==> src/rtl/channel_row_mapper.sv <==
// Registered row-to-channel mapper: latches enables per frame, serially divides the visible
// height among enabled channels, then tracks the current channel row by row.
module channel_row_mapper #(
    parameter int unsigned MAX_CHAN_COUNT = 10,
    parameter int unsigned VER_RES        = 480,
    parameter int unsigned OFFSET         = 0,
    parameter int unsigned GAP            = 0
) (
    input  logic                              clk,
    input  logic                              rst_n,
    input  logic [MAX_CHAN_COUNT-1:0]         channel_enable,
    input  logic                              frame_start,
    input  logic                              row_valid,
    input  logic [$clog2(VER_RES)-1:0]        pixel_row,
    output logic                              ready,
    output logic                              is_channel,
    output logic                              is_gap,
    output logic [$clog2(MAX_CHAN_COUNT)-1:0] channel_number,
    output logic [$clog2(VER_RES)-1:0]        row_in_channel,
    output logic [$clog2(VER_RES)-1:0]        channel_height
);
    localparam int unsigned RW = $clog2(VER_RES);
    localparam int unsigned CW = $clog2(MAX_CHAN_COUNT);
    localparam int unsigned NW = $clog2(MAX_CHAN_COUNT + 1);
    localparam int unsigned SW = $clog2(RW);

    localparam logic [RW-1:0] Dividend = RW'(VER_RES - OFFSET);
    localparam logic [RW-1:0] GapRows  = RW'(GAP);
    localparam logic [RW:0]   GapTwice = (RW+1)'(2 * GAP);

    typedef enum logic [1:0] {StIdle, StCount, StDivide, StReady} state_e;

    state_e                    state_q, state_d;
    logic [MAX_CHAN_COUNT-1:0] en_q;
    logic [NW-1:0]             cnt_q, cnt_pop;
    logic [RW-1:0]             height_q;
    logic                      ready_q;
    logic [NW-1:0]             rem_q, rem_nx;
    logic [RW-2:0]             quo_q;
    logic [RW-1:0]             quo_nx;
    logic [SW-1:0]             step_q;
    logic [NW:0]               trial, diff;
    logic                      q_bit;

    logic [NW-1:0] vis_q, vis_nx;
    logic [RW-1:0] rin_q, rin_nx;
    logic [CW-1:0] ptr_q, ptr_nx, low_bit, next_bit;
    logic          is_channel_q, is_gap_q, is_channel_nx, is_gap_nx;
    logic [RW:0]   row_rel;
    logic [RW-1:0] gap_eff, body_rows;
    logic          in_use;

    always_comb begin
        state_d = state_q;
        if (frame_start) begin
            state_d = StCount;
        end else begin
            unique case (state_q)
                StCount:  state_d = (cnt_pop == '0) ? StReady : StDivide;
                StDivide: if (step_q == '0) state_d = StReady;
                default:  state_d = state_q;
            endcase
        end
    end

    always_comb begin
        cnt_pop  = '0;
        low_bit  = '0;
        next_bit = ptr_q;
        for (int i = 0; i < MAX_CHAN_COUNT; i++) cnt_pop = cnt_pop + NW'(en_q[i]);
        // Descending scan so the lowest qualifying bit is the last one written.
        for (int i = MAX_CHAN_COUNT - 1; i >= 0; i--) begin
            if (en_q[i]) low_bit = CW'(i);
            if (en_q[i] && (CW'(i) > ptr_q)) next_bit = CW'(i);
        end

        trial  = {rem_q, Dividend[step_q]};
        diff   = trial - {1'b0, cnt_q};
        q_bit  = trial >= {1'b0, cnt_q};
        rem_nx = q_bit ? diff[NW-1:0] : trial[NW-1:0];
        quo_nx = {quo_q, q_bit};
    end

    always_comb begin
        vis_nx    = vis_q;
        rin_nx    = rin_q;
        ptr_nx    = ptr_q;
        row_rel   = {1'b0, pixel_row} - (RW+1)'(OFFSET);
        gap_eff   = ({1'b0, height_q} > GapTwice) ? GapRows : '0;
        body_rows = height_q - gap_eff;
        if (row_rel[RW]) begin
            rin_nx = '0;
            ptr_nx = '0;
        end else if (row_rel == '0) begin
            vis_nx = '0;
            rin_nx = '0;
            ptr_nx = low_bit;
        end else if (rin_q == height_q - 1'b1) begin
            rin_nx = '0;
            ptr_nx = next_bit;
            if (vis_q != '1) vis_nx = vis_q + 1'b1;
        end else begin
            rin_nx = rin_q + 1'b1;
        end
        in_use        = !row_rel[RW] && (cnt_q != '0) && (vis_nx < cnt_q);
        is_channel_nx = in_use && (rin_nx < body_rows);
        is_gap_nx     = in_use && (rin_nx >= body_rows);
    end

    always_ff @(posedge clk) begin
        if (!rst_n) begin
            state_q      <= StIdle;
            en_q         <= '0;
            cnt_q        <= '0;
            height_q     <= '0;
            ready_q      <= 1'b0;
            rem_q        <= '0;
            quo_q        <= '0;
            step_q       <= '0;
            vis_q        <= '0;
            rin_q        <= '0;
            ptr_q        <= '0;
            is_channel_q <= 1'b0;
            is_gap_q     <= 1'b0;
        end else begin
            state_q <= state_d;
            ready_q <= (state_q == StReady) && !frame_start;
            if (frame_start) begin
                en_q         <= channel_enable;
                height_q     <= '0;
                vis_q        <= '0;
                rin_q        <= '0;
                ptr_q        <= '0;
                is_channel_q <= 1'b0;
                is_gap_q     <= 1'b0;
            end else begin
                unique case (state_q)
                    StCount: begin
                        cnt_q    <= cnt_pop;
                        height_q <= '0;
                        rem_q    <= '0;
                        quo_q    <= '0;
                        step_q   <= SW'(RW - 1);
                    end
                    StDivide: begin
                        rem_q  <= rem_nx;
                        quo_q  <= quo_nx[RW-2:0];
                        step_q <= step_q - 1'b1;
                        if (step_q == '0) height_q <= quo_nx;
                    end
                    StReady: begin
                        if (ready_q && row_valid) begin
                            vis_q        <= vis_nx;
                            rin_q        <= rin_nx;
                            ptr_q        <= ptr_nx;
                            is_channel_q <= is_channel_nx;
                            is_gap_q     <= is_gap_nx;
                        end
                    end
                    default: ;
                endcase
            end
        end
    end

    assign ready          = ready_q;
    assign is_channel     = is_channel_q;
    assign is_gap         = is_gap_q;
    assign channel_number = ptr_q;
    assign row_in_channel = rin_q;
    assign channel_height = height_q;

endmodule

==> config.mk <==
export PLATFORM = sky130hd
export DESIGN_NAME = channel_row_mapper
export DESIGN_NICKNAME = d
export VERILOG_FILES = /design/src/rtl/channel_row_mapper.sv
export SDC_FILE = /design/constraint.sdc
export NUM_CORES = 1
export LEC_CHECK = 0
export ABC_AREA = 1
export ABC_CLOCK_PERIOD_IN_PS = 8500
export CAP_MARGIN = 20
export CORE_ASPECT_RATIO = 1.25
export CORE_UTILIZATION = 35
export CTS_CLUSTER_DIAMETER = 120
export DETAILED_ROUTE_END_ITERATION = 10
export MAX_ROUTING_LAYER = met4
export PLACE_DENSITY = 0.63
export SKIP_CTS_REPAIR_TIMING = 1
export SYNTH_ARGS = -nofsm -noshare
export SYNTH_HDL_FRONTEND = slang
export SYNTH_SLANG_ARGS = --single-unit
==> constraint.sdc <==
create_clock -name clk -period 8.5 [get_ports clk]
set_clock_uncertainty 0.1 [all_clocks]
set_input_delay 1.7 -clock clk [delete_from_list [all_inputs] [get_ports clk]]
set_output_delay 1.7 -clock clk [all_outputs]
set_load 0.01 [all_outputs]
Word level (Yosys, flattened, before mapping)
Memories as Yosys holds them, arrays and structs flattened. A register that Yosys moved wholly into a read port is not among the register bits. Index checks and enable logic that the tools add are counted.

Eq/ne operators: 7. Magnitude comparators: 15. Muxes and demuxes: 40. Bitwise logic cells: 2. Add/subtract/negate cells: 14. Reductions and logical operators: 31.

Operators with widths (count): $mux W4 (28); $mux W9 (3); $add A4 B1 Y4 (6); $pmux W9 S2 (1); $gt A3 B4 Y1 const A (4); $pmux W4 S2 (2); $pmux W8 S2 (1); $logic_and A1 B1 Y1 (15); $reduce_bool A11 Y1 (1); $logic_not A10 Y1 (1); $reduce_and A2 Y1 (5); $add A9 B1 Y9 const B (1); $eq A9 B9 Y1 (1); $ge A9 B9 Y1 (1); $lt A9 B9 Y1 (1); $sub A9 B1 Y9 const B (1); $gt A1 B4 Y1 const A (2); $gt A2 B4 Y1 const A (2); $gt A4 B4 Y1 const A (2); $logic_not A4 Y1 (2); $ge A5 B4 Y1 (1); $lt A4 B5 Y1 const B (1); $add A3 B1 Y4 (1); $add A4 B1 Y4 const B (1); other kinds (20) (25).

Bits in registers: 61. Bits in read-only memories: 16. Memories kept: 1.

Memory list: (name not given) (words 16, width 1, rd ports 1, clocked after memory_dff 1, write ports 0, RTL line 77) `trial = {rem_q, Dividend[step_q]};`.

Longest topological paths before layout
Gate-level depths: netlist of run 1.

Depth in word-level cells: 14. Mapped depth: 28.

Worst setup path before layout of run 1
Ideal clock, no wire load.

Path type: input-to-reg. Start: in pixel_row[3]. End: reg is_gap_q (netlist: is_gap). Arrival: 3.549 ns. Setup time: 0.132 ns. Stages: 20. Path buffers: 0. Slack: 4.718 ns. Cell sequence: nor2_1 > nand2_1 > nor3_1 > nand2_1 > inv_2 > nor2_8 > nand2_1 > inv_1 > ha_1 > a21o_1 > a21oi_1 > o21ai_0 > nand3_1 > a21oi_1 > nor2_1 > nand2_1 > o21ai_0 > inv_1 > nand3_1 > a21oi_1.

Elaborated cells on any way between the ends: 7. Classes of those cells: order compare (2); mux (2); reduce/logical (3).

RTL lines: start: declaration (RTL line 14) `input logic [$clog2(VER_RES)-1:0] pixel_row,`; $logic_not A10 Y1 (RTL line 94) `end else if (row_rel == '0) begin`; $mux W9 (RTL line 94); via rin_nx[2] (RTL line 46) `logic [RW-1:0] rin_q, rin_nx;`; $ge A9 B9 Y1 (RTL line 107) `is_gap_nx = in_use && (rin_nx >= body_rows);`; $logic_and A1 B1 Y1 (RTL line 107); end signal: assignment (RTL line 157) `is_gap_q <= is_gap_nx;`; end: declaration (RTL line 48) `logic is_channel_q, is_gap_q, is_channel_nx, is_gap_nx;`.

The timed path passes the listed nets, and every way through them passes these cells. A chain may end at the register's enable or synchronous reset.

Worst setup path after layout of run 1
Ends and elaborated chain as after synthesis.

==> impl_metrics.ini, run 1 <==
[drt]
route.met2.wl_um = 4870
remaining_drc_errors = 0
post_drt_via_cell_ratio = 4.98
routed.top_layer = met4
drtAntennaViolNets = 0
drt-pass1-iter-count = 4
vias = 3774
wl_met3_um = 303
wl_met1_um = 4310
routedWlPerCell_um = 12.9
routed_wirelength_um = 9780
drt_iter0_markers = 219

[clock_tree]
clk_pin_slew_worst_paths_ns = 0.05
h-tree-depth = 3
clock_latency_ns = 0.33
clockRootBuffer = clkbuf_16
cts.sink_count = 62
cts_buffer_depth = 2
cts_tree = done
cts_made_buffers = 9

[yosys]
yosys.area_share.simple = 0.259
yosys.area_share.adder = 0.119
syn_area_per_cell_um2 = 6.82
yosys_warnings = 0
netlist_area_um2 = 3910
synthCells = 573
synth-seq-area-share = 0.318
synthMuxAreaShare = 0
synth_top_area_cell = dfxtp_1
yosysUniqueCellTypes = 37
synthTopCellsByArea = dfxtp_1 32%, nand2_1 12%, inv_1 8.4%, ha_1 8.3%, a21oi_1 7.0%
synth_nets = 629
synth_edf_count = 0
synth_xor_area_frac = 0.0269
yosys.area.top_type_share = 0.318
synth_ff_type = dfxtp_1
async_flop_share = 0
synth_compound_area_frac = 0.173
ys_ff_latch = 62
synth_top_family_by_area = simple AND/OR/NAND/NOR gates

[die]
num_rows = 42
fp.dieW_um = 96.5
die_h_um = 120
start_util = 0.365
die-area_um2 = 11600
coreArea_um2 = 10700
ios = 48

[outcome]
status = completed

[sta]
hold_violations = 0
tightest_slew_ns = 0.986
period_needed_ns = 4.15
setup_tns_ns = 0
setup_viol = 0
fin_crit_sh = 0.488
clock.fmax_mhz = 241
rsz0062_at_grt = false
slew_headroom = 0.337
slew_viol_final = 0

[setup_path]
path_max_fanout = 8
path_cells = clkdlybuf4s50_1 -> nor2_1 -> nand2_1 -> nor3_1 -> nand2_1 -> inv_2 -> nor2_8 -> nand2_1 -> inv_1 -> ha_1 -> nand2_1 -> inv_1 -> a21oi_1 -> o21ai_0 -> nand3_1 -> a21oi_1 -> nor2_1 -> nand2_1 -> o21ai_0 -> inv_1 -> nand3_1 -> a21oi_1
worst_ep_required_time_ns = 8.66
critical_path_class = input port to register
critPathArrivalTime_ns = 4.30
worstReg2RegEnd = is_gap$_SDFFE_PP0P_
timing.rr.start = channel_height[0]$_SDFFE_PP0P_
cp-start-kind = input port
crit_top_cell = nand2_1
path_buf_inv = 5
max_stage_delay_ns = 0.41
path_delay_family = simple AND/OR/NAND/NOR gates
cp-end-kind = register
critPathSlowestCell = clkdlybuf4s50_1
worstRegToRegCells = 28
r2r_slack_ns = 4.89

[layout]
final_cell_mix = 127 x nand2_1, 87 x inv_1, 62 x dfxtp_1, 59 x nor2_1, 55 x a21oi_1
num-fill-cells = 1107
nets = 677
final_common_cell = nand2_1
fin_cells = 758
area_growth_pct = 23.6
diodes = 0
final_layout_size_suffix_gt1_frac = 0.0527

[place]
hpwl_um = 7590
port_buffers = 47
dp.cells = 742
gp_congestion = 0.884

[global_routing]
grt_max_degree = 27
grt_overflow = 0
grt_usage = 0.189
grt_pass1_vias = 3674
grt_pass1_wl_um = 16700
antenna_found_initial = 0

[run]
cap_violations = 0

[hold_path]
min_from = rem_q[3]$_SDFFE_PN0P_
hp-class = register to register
hold_depth = 2
hold_path_end = rem_q[3]$_SDFFE_PN0P_

[pwr]
leakagePower_nw = 2.15
p_per_area_nw_per_um2 = 174
ir_worst_vdd_v = 0.0000718
==> worst max path at each step <==
| stage | cells past startpoint | start | slack, ns | end |
|---|---|---|---|---|
| 6_report | 22 | pixel_row[3] | 4.35 | is_gap$_SDFFE_PP0P_ |
| 5_1_grt | 22 | pixel_row[3] | 3.99 | is_gap$_SDFFE_PP0P_ |
| 4_1_cts | 21 | pixel_row[3] | 4.36 | is_gap$_SDFFE_PP0P_ |
| 3_5_place_dp | 21 | pixel_row[3] | 4.02 | is_gap$_SDFFE_PP0P_ |
| 3_3_place_gp | 21 | pixel_row[3] | 4.14 | is_gap$_SDFFE_PP0P_ |
| 2_1_floorplan | 20 | pixel_row[3] | 4.72 | is_gap$_SDFFE_PP0P_ |
==> sequential cells by signal, indices dropped and copies added, names as in the netlist <==
register,cells
channel_height,9
is_gap,1
trial,1
state_q,2
row_in_channel,9
quo_q,8
vis_q,4
cnt_q,4
channel_number,4
rem_q,4
ready,1
step_q,4
is_channel,1
en_q,10
==> worst min-delay path, cell delays in order (launching register included) <==
cell     delay [ns]
dfxtp_1        0.31
nand2_1        0.06
a21oi_1        0.06
==> logic make-up (layout without fill, tap and decap cells) <==
family,count (synthesis),in the layout
flip-flops,62,62
XOR/XNOR,12,12
buffers and inverters,106,159
adder cells (fa/ha/maj),33,33
AND/OR/NAND/NOR,240,240
AO/OA/AOI/OAI,120,120
==> cells in the mapped netlist (all sizes together), types with 2 or more instances <==
library cell    n
fa              7
ha             26
nand2         129
xor2            9
nand3          30
o21ai          39
o211ai          4
inv            93
xnor2           3
a31oi           4
nor3           12
dfxtp          62
clkbuf         11
a21oi          55
clkinv          2
a211oi         10
nor2           63
nor4            4
==> layout make-up <==
type	count	area, um^2	share of cell area
flip-flops and latches	62	1240	0.257
well taps	132	165	0.0342
clock inverters	3	40.0	0.00829
clock buffers	13	280	0.0580
multi-input cells	405	2260	0.468
inverters	95	367	0.0759
repair buffers	48	478	0.0989
==> report_power, final <==
part / internal (mW) / switching, mW
registers: 0.305 / 0.0115
clock network: 0.258 / 0.130
logic: 0.0550 / 0.0806
==> metal layers <==
metal / global-route usage / up-vias
met4: 0.0790 / 0
met3: 0.0380 / 25
met1: 0.216 / 1707
li1: - / 1961
met5: - / -
met2: 0.316 / 81
==> metrics by stage <==
stage / hold WS, ns / worst slack [ns] / power, mW / util / instance area [um^2]
finish: 0.378 / 4.35 / 0.841 / 0.451 / 4830
global route: 0.407 / 3.99 / 0.885 / 0.451 / 4830
CTS: 0.376 / 4.36 / 0.846 / 0.451 / 4830
detailed placement: 0.363 / 4.02 / 0.459 / 0.421 / 4510
global placement: 0.355 / 4.14 / 0.455 / 0.421 / 4510
floorplan: 0.345 / 4.72 / 0.421 / - / 3910
Power figures use the tool's default switching activity.
==> run 2: changes to the inputs <==
Settings changed: ABC_CLOCK_PERIOD_IN_PS 8500 to 3900.
Clock period 8.5 ns to 3.9 ns, I/O delays scaled along.
==> impl_metrics.ini, run 2 (same netlist as run 1, synthesis figures left out) <==
[drt]
drt_iter0_markers = 177
remaining_drc_errors = 0
drtAntennaViolNets = 0
drt-pass1-iter-count = 4
routedWlPerCell_um = 12.5
post_drt_via_cell_ratio = 4.94
vias = 3763
routed_wirelength_um = 9550

[die]
start_util = 0.365
fp.dieW_um = 96.5
die_h_um = 120
die-area_um2 = 11600
num_rows = 42
ios = 48
coreArea_um2 = 10700

[hold_path]
hold_path_end = rem_q[3]$_SDFFE_PN0P_
hold_depth = 2
min_from = rem_q[3]$_SDFFE_PN0P_
hp-class = register to register

[layout]
largest-register = en_q
final_common_cell = nand2_1
final_cell_mix = 127 x nand2_1, 87 x inv_1, 62 x dfxtp_1, 59 x nor2_1, 55 x a21oi_1
diodes = 0
num-fill-cells = 1126
area_growth_pct = 23.7
nets = 680
final_layout_size_suffix_gt1_frac = 0.0556
largest_reg_flops = 10

[place]
port_buffers = 47
hpwl_um = 7530
gp_congestion = 0.864

[clock_tree]
cts.sink_count = 62
clock_latency_ns = 0.33
clockRootBuffer = clkbuf_16
clk_pin_slew_worst_paths_ns = 0.05
h-tree-depth = 3
cts_buffer_depth = 2
cts_made_buffers = 9
cts_tree = done

[setup_path]
crit_top_cell = fa_1
path_delay_family = adder cells
critPathSlowestCell = fa_1
path_buf_inv = 2
critPathArrivalTime_ns = 3.59
worstReg2RegEnd = state_q[0]$_SDFFE_PN0P_
cp-end-kind = register
r2r_slack_ns = 0.45
timing.rr.start = en_q[5]$_SDFFE_PN0P_
max_stage_delay_ns = 0.56
path_max_fanout = 4
worst_ep_required_time_ns = 4.04
critical_path_class = register to register
worstRegToRegCells = 11
path_cells = inv_1 -> fa_1 -> fa_1 -> fa_1 -> inv_1 -> ha_1 -> fa_1 -> xnor2_1 -> nor4_1 -> o21ai_0 -> a31oi_1
cp-start-kind = register
startpoint = en_q[5]$_SDFFE_PN0P_

[sta]
hold_violations = 0
fin_crit_sh = 0.885
tightest_slew_ns = 0.899
period_needed_ns = 3.45
slew_viol_final = 0
rsz0062_at_grt = false
clock.fmax_mhz = 290
slew_headroom = 0.401
setup_tns_ns = 0
setup_viol = 0

[pwr]
leakagePower_nw = 2.15
p_per_area_nw_per_um2 = 370
ir_worst_vdd_v = 0.000173
p_total_mw = 1.79

[global_routing]
grt_usage = 0.188
grt_util_met1 = 0.220
grt_pass1_vias = 3661
grt_overflow = 0
grtUsageMet3 = 0.0349
global_route.usage.met2 = 0.314
grt_max_degree = 27
grt_pass1_wl_um = 16500
antenna_found_initial = 0
top_usage_layer = met2

[run]
cap_violations = 0

[outcome]
status = completed
run 2: cell types whose count changed in the layout (fill, tap and decap cells not counted), sizes merged:
cell    previous run  this run
buf                1         4
clkbuf            13        12
clkinv             4         5
run 2: power breakdown:
part           switching, mW  leakage [nW]  internal [mW]  total [mW]
Clock                  0.278         0.152          0.526       0.804
Combinational          0.174          1.50          0.123       0.297
Sequential            0.0241         0.505          0.665       0.690
Total                  0.476          2.15           1.31        1.79
run 2: how the worst max path moves through the flow:
stage	slack [ns]	cells past startpoint	endpoint
2_1_floorplan	0.75	11	state_q[0]$_SDFFE_PN0P_
3_3_place_gp	0.46	21	is_gap$_SDFFE_PP0P_
3_5_place_dp	0.38	21	is_gap$_SDFFE_PP0P_
4_1_cts	0.43	27	is_gap$_SDFFE_PP0P_
5_1_grt	0.08	28	is_gap$_SDFFE_PP0P_
6_report	0.45	11	state_q[0]$_SDFFE_PN0P_
run 2: worst reg2reg max path, delay by kind of cell (launching register included):
kind,cells,cell delay [ns]
AND/OR/NAND/NOR,1,0.27
buffers and inverters,2,0.14
adder cells (fa/ha/maj),5,2.06
AO/OA/AOI/OAI,2,0.28
XOR/XNOR,1,0.16
flip-flops,1,0.35
run 2: layer usage:
metal | up-vias | share of wire
met4 | 0 | 0.017
met3 | 13 | 0.034
li1 | 1968 | -
met1 | 1716 | 0.44
met5 | - | 0
met2 | 66 | 0.51
run 2: cell type report:
class	count	area [um^2]	area share
clock buffer	12	256	0.0531
clock inverter	4	45.0	0.00932
inverter	95	367	0.0758
multi-input combinational	405	2260	0.467
sequential	62	1240	0.257
tap	132	165	0.0342
timing repair buffer	51	500	0.104
run 2: per-stage QoR:
step / cell area (um^2) / util / setup WS (ns) / std cells / hold WS [ns]
after floorplan: 3910 / - / 0.746 / 573 / 0.345
after global placement: 4530 / 0.423 / 0.462 / 745 / 0.355
after detailed placement: 4530 / 0.423 / 0.376 / 745 / 0.361
after CTS: 4830 / 0.451 / 0.432 / 761 / 0.370
after global routing: 4830 / 0.451 / 0.0816 / 761 / 0.391
final: 4830 / 0.451 / 0.450 / 761 / 0.365
==> run 3: changes to the inputs <==
Settings changed: GPL_ROUTABILITY_DRIVEN set to 0, MAX_ROUTING_LAYER met4 to unset, SETUP_SLACK_MARGIN set to 0.3.
==> impl_metrics.ini, run 3 (same netlist as run 1, synthesis figures left out) <==
[clock_tree]
cts_made_buffers = 9
clock_latency_ns = 0.33
cts.sink_count = 62
cts_tree = done
h-tree-depth = 3
cts_buffer_depth = 2
clockRootBuffer = clkbuf_16
clk_pin_slew_worst_paths_ns = 0.05

[run]
cap_violations = 0

[global_routing]
antenna_found_initial = 0
grt_pass1_vias = 3600
grt_overflow = 0
grt_usage = 0.185
grt_pass1_wl_um = 16500
grt_max_degree = 27

[layout]
final_cell_mix = 127 x nand2_1, 84 x inv_1, 58 x nor2_1, 57 x dfxtp_1, 53 x a21oi_1
final_common_cell = nand2_1
nets = 681
diodes = 0
largest_reg_flops = 10
num-fill-cells = 1082
final_layout_size_suffix_gt1_frac = 0.0762
area_growth_pct = 25.7
largest-register = en_q
final_core_util = 0.458

[sta]
slew_headroom = 0.420
rsz0062_at_grt = true
period_needed_ns = 3.39
setup_tns_ns = 0
clock.fmax_mhz = 295
fin_crit_sh = 0.870
hold-worst-slack_ns = 0.357
tightest_slew_ns = 0.870
hold_violations = 0
setup_viol = 0
slew_viol_final = 0

[outcome]
status = completed

[setup_path]
timing.rr.start = en_q[5]$_SDFFE_PN0P_
critPathArrivalTime_ns = 3.54
path_buf_inv = 2
worst_ep_required_time_ns = 4.05
cp-end-kind = register
path_max_fanout = 4
worstRegToRegCells = 11
critPathSlowestCell = fa_1
cp-start-kind = register
path_cells = inv_2 -> fa_1 -> fa_1 -> fa_1 -> inv_1 -> ha_1 -> fa_1 -> xnor2_1 -> nor4_1 -> o21ai_0 -> a31oi_1
path_delay_family = adder cells
worstReg2RegEnd = state_q[0]$_SDFFE_PN0P_
crit_top_cell = fa_1
max_stage_delay_ns = 0.55
r2r_slack_ns = 0.51
critical_path_class = register to register

[hold_path]
hp-class = register to register
hold_depth = 2
min_from = quo_q[0]$_SDFFE_PN0P_
hold_path_end = channel_height[1]$_SDFFE_PP0P_

[pwr]
switching_power_mw = 0.482
internal-power_mw = 1.40
leakagePower_nw = 2.19
p_per_area_nw_per_um2 = 383
swShare = 0.256
clockPowerShare = 0.472
seqPwrFrac = 0.366
combPwrFrac = 0.162
ir_worst_vdd_v = 0.000168

[drt]
drt_iter0_markers = 166
drtAntennaViolNets = 0
post_drt_via_cell_ratio = 4.93
drt-pass1-iter-count = 4
vias = 3754
routedWlPerCell_um = 12.9
remaining_drc_errors = 0
routed_wirelength_um = 9830

[die]
coreArea_um2 = 10700
num_rows = 42
fp.dieW_um = 96.5
ios = 48
die-area_um2 = 11600
die_h_um = 120
start_util = 0.365

[place]
hpwl_um = 7580
port_buffers = 47
-- run 3: cell count changes in the layout (fill, tap and decap cells not counted), moves of 2 or more --
cell / delta
nor2_4: +2
o21ai_0: -2
a21oi_1: -2
inv_2: +3
dfxtp_1: -5
a21oi_2: +2
o21ai_1: +2
inv_1: -3
clkinv_2: -2
dfxtp_2: +4
-- run 3: worst register-to-register path, stage by stage, from the launching register on --
cell and delay, ns:
dfxtp_2 0.34, inv_2 0.06, fa_1 0.55, fa_1 0.43, fa_1 0.51, inv_1 0.05, ha_1 0.20, fa_1 0.38
xnor2_1 0.16, nor4_1 0.28, o21ai_0 0.11, a31oi_1 0.14
-- run 3: routing by layer --
metal	up-vias	track usage	wire, um
met1	1701	0.221	4380
li1	1964	-	-
met5	-	0	0
met3	16	0.0317	303
met2	73	0.321	4910
met4	0	0.0735	232
-- run 3: final cells by class --
| type | instances | area, um^2 | area share |
|---|---|---|---|
| Sequential cell | 62 | 1250 | 0.254 |
| Tap cell | 132 | 165 | 0.0336 |
| Timing Repair Buffer | 52 | 508 | 0.103 |
| Clock buffer | 13 | 270 | 0.0550 |
| Inverter | 95 | 369 | 0.0751 |
| Multi-Input combinational cell | 405 | 2290 | 0.465 |
| Clock inverter | 3 | 65.1 | 0.0132 |
-- run 3: power by group through the flow --
stage                     Combinational (mW)  Sequential, mW  Clock (mW)
after floorplan                        0.220           0.697           0
after global placement                 0.293           0.702           0
after detailed placement               0.300           0.703           0
after CTS                              0.305           0.689       0.904
after global routing                   0.356           0.694       0.933
final                                  0.305           0.689       0.888
-- run 3: worst max path at each step --
stage,depth (start not counted),slack (ns),from,end
6_report,11,0.51,en_q[5]$_SDFFE_PN0P_,state_q[0]$_SDFFE_PN0P_
5_1_grt,11,0.30,en_q[7]$_SDFFE_PN0P_,state_q[0]$_SDFFE_PN0P_
4_1_cts,27,0.42,channel_height[1]$_SDFFE_PP0P_,is_gap$_SDFFE_PP0P_
3_5_place_dp,21,0.37,pixel_row[3],is_gap$_SDFFE_PP0P_
3_3_place_gp,21,0.45,pixel_row[3],is_gap$_SDFFE_PP0P_
2_1_floorplan,11,0.75,en_q[5]$_SDFFE_PN0P_,state_q[0]$_SDFFE_PN0P_
-- run 3: through the flow --
step / setup WS [ns] / cell area [um^2] / total power, mW / cells
4_1_cts: 0.424 / 4870 / 1.90 / 761
3_3_place_gp: 0.455 / 4530 / 0.995 / 745
6_report: 0.508 / 4910 / 1.88 / 762
2_1_floorplan: 0.746 / 3910 / 0.917 / 573
3_5_place_dp: 0.370 / 4530 / 1.00 / 745
5_1_grt: 0.305 / 4910 / 1.98 / 762
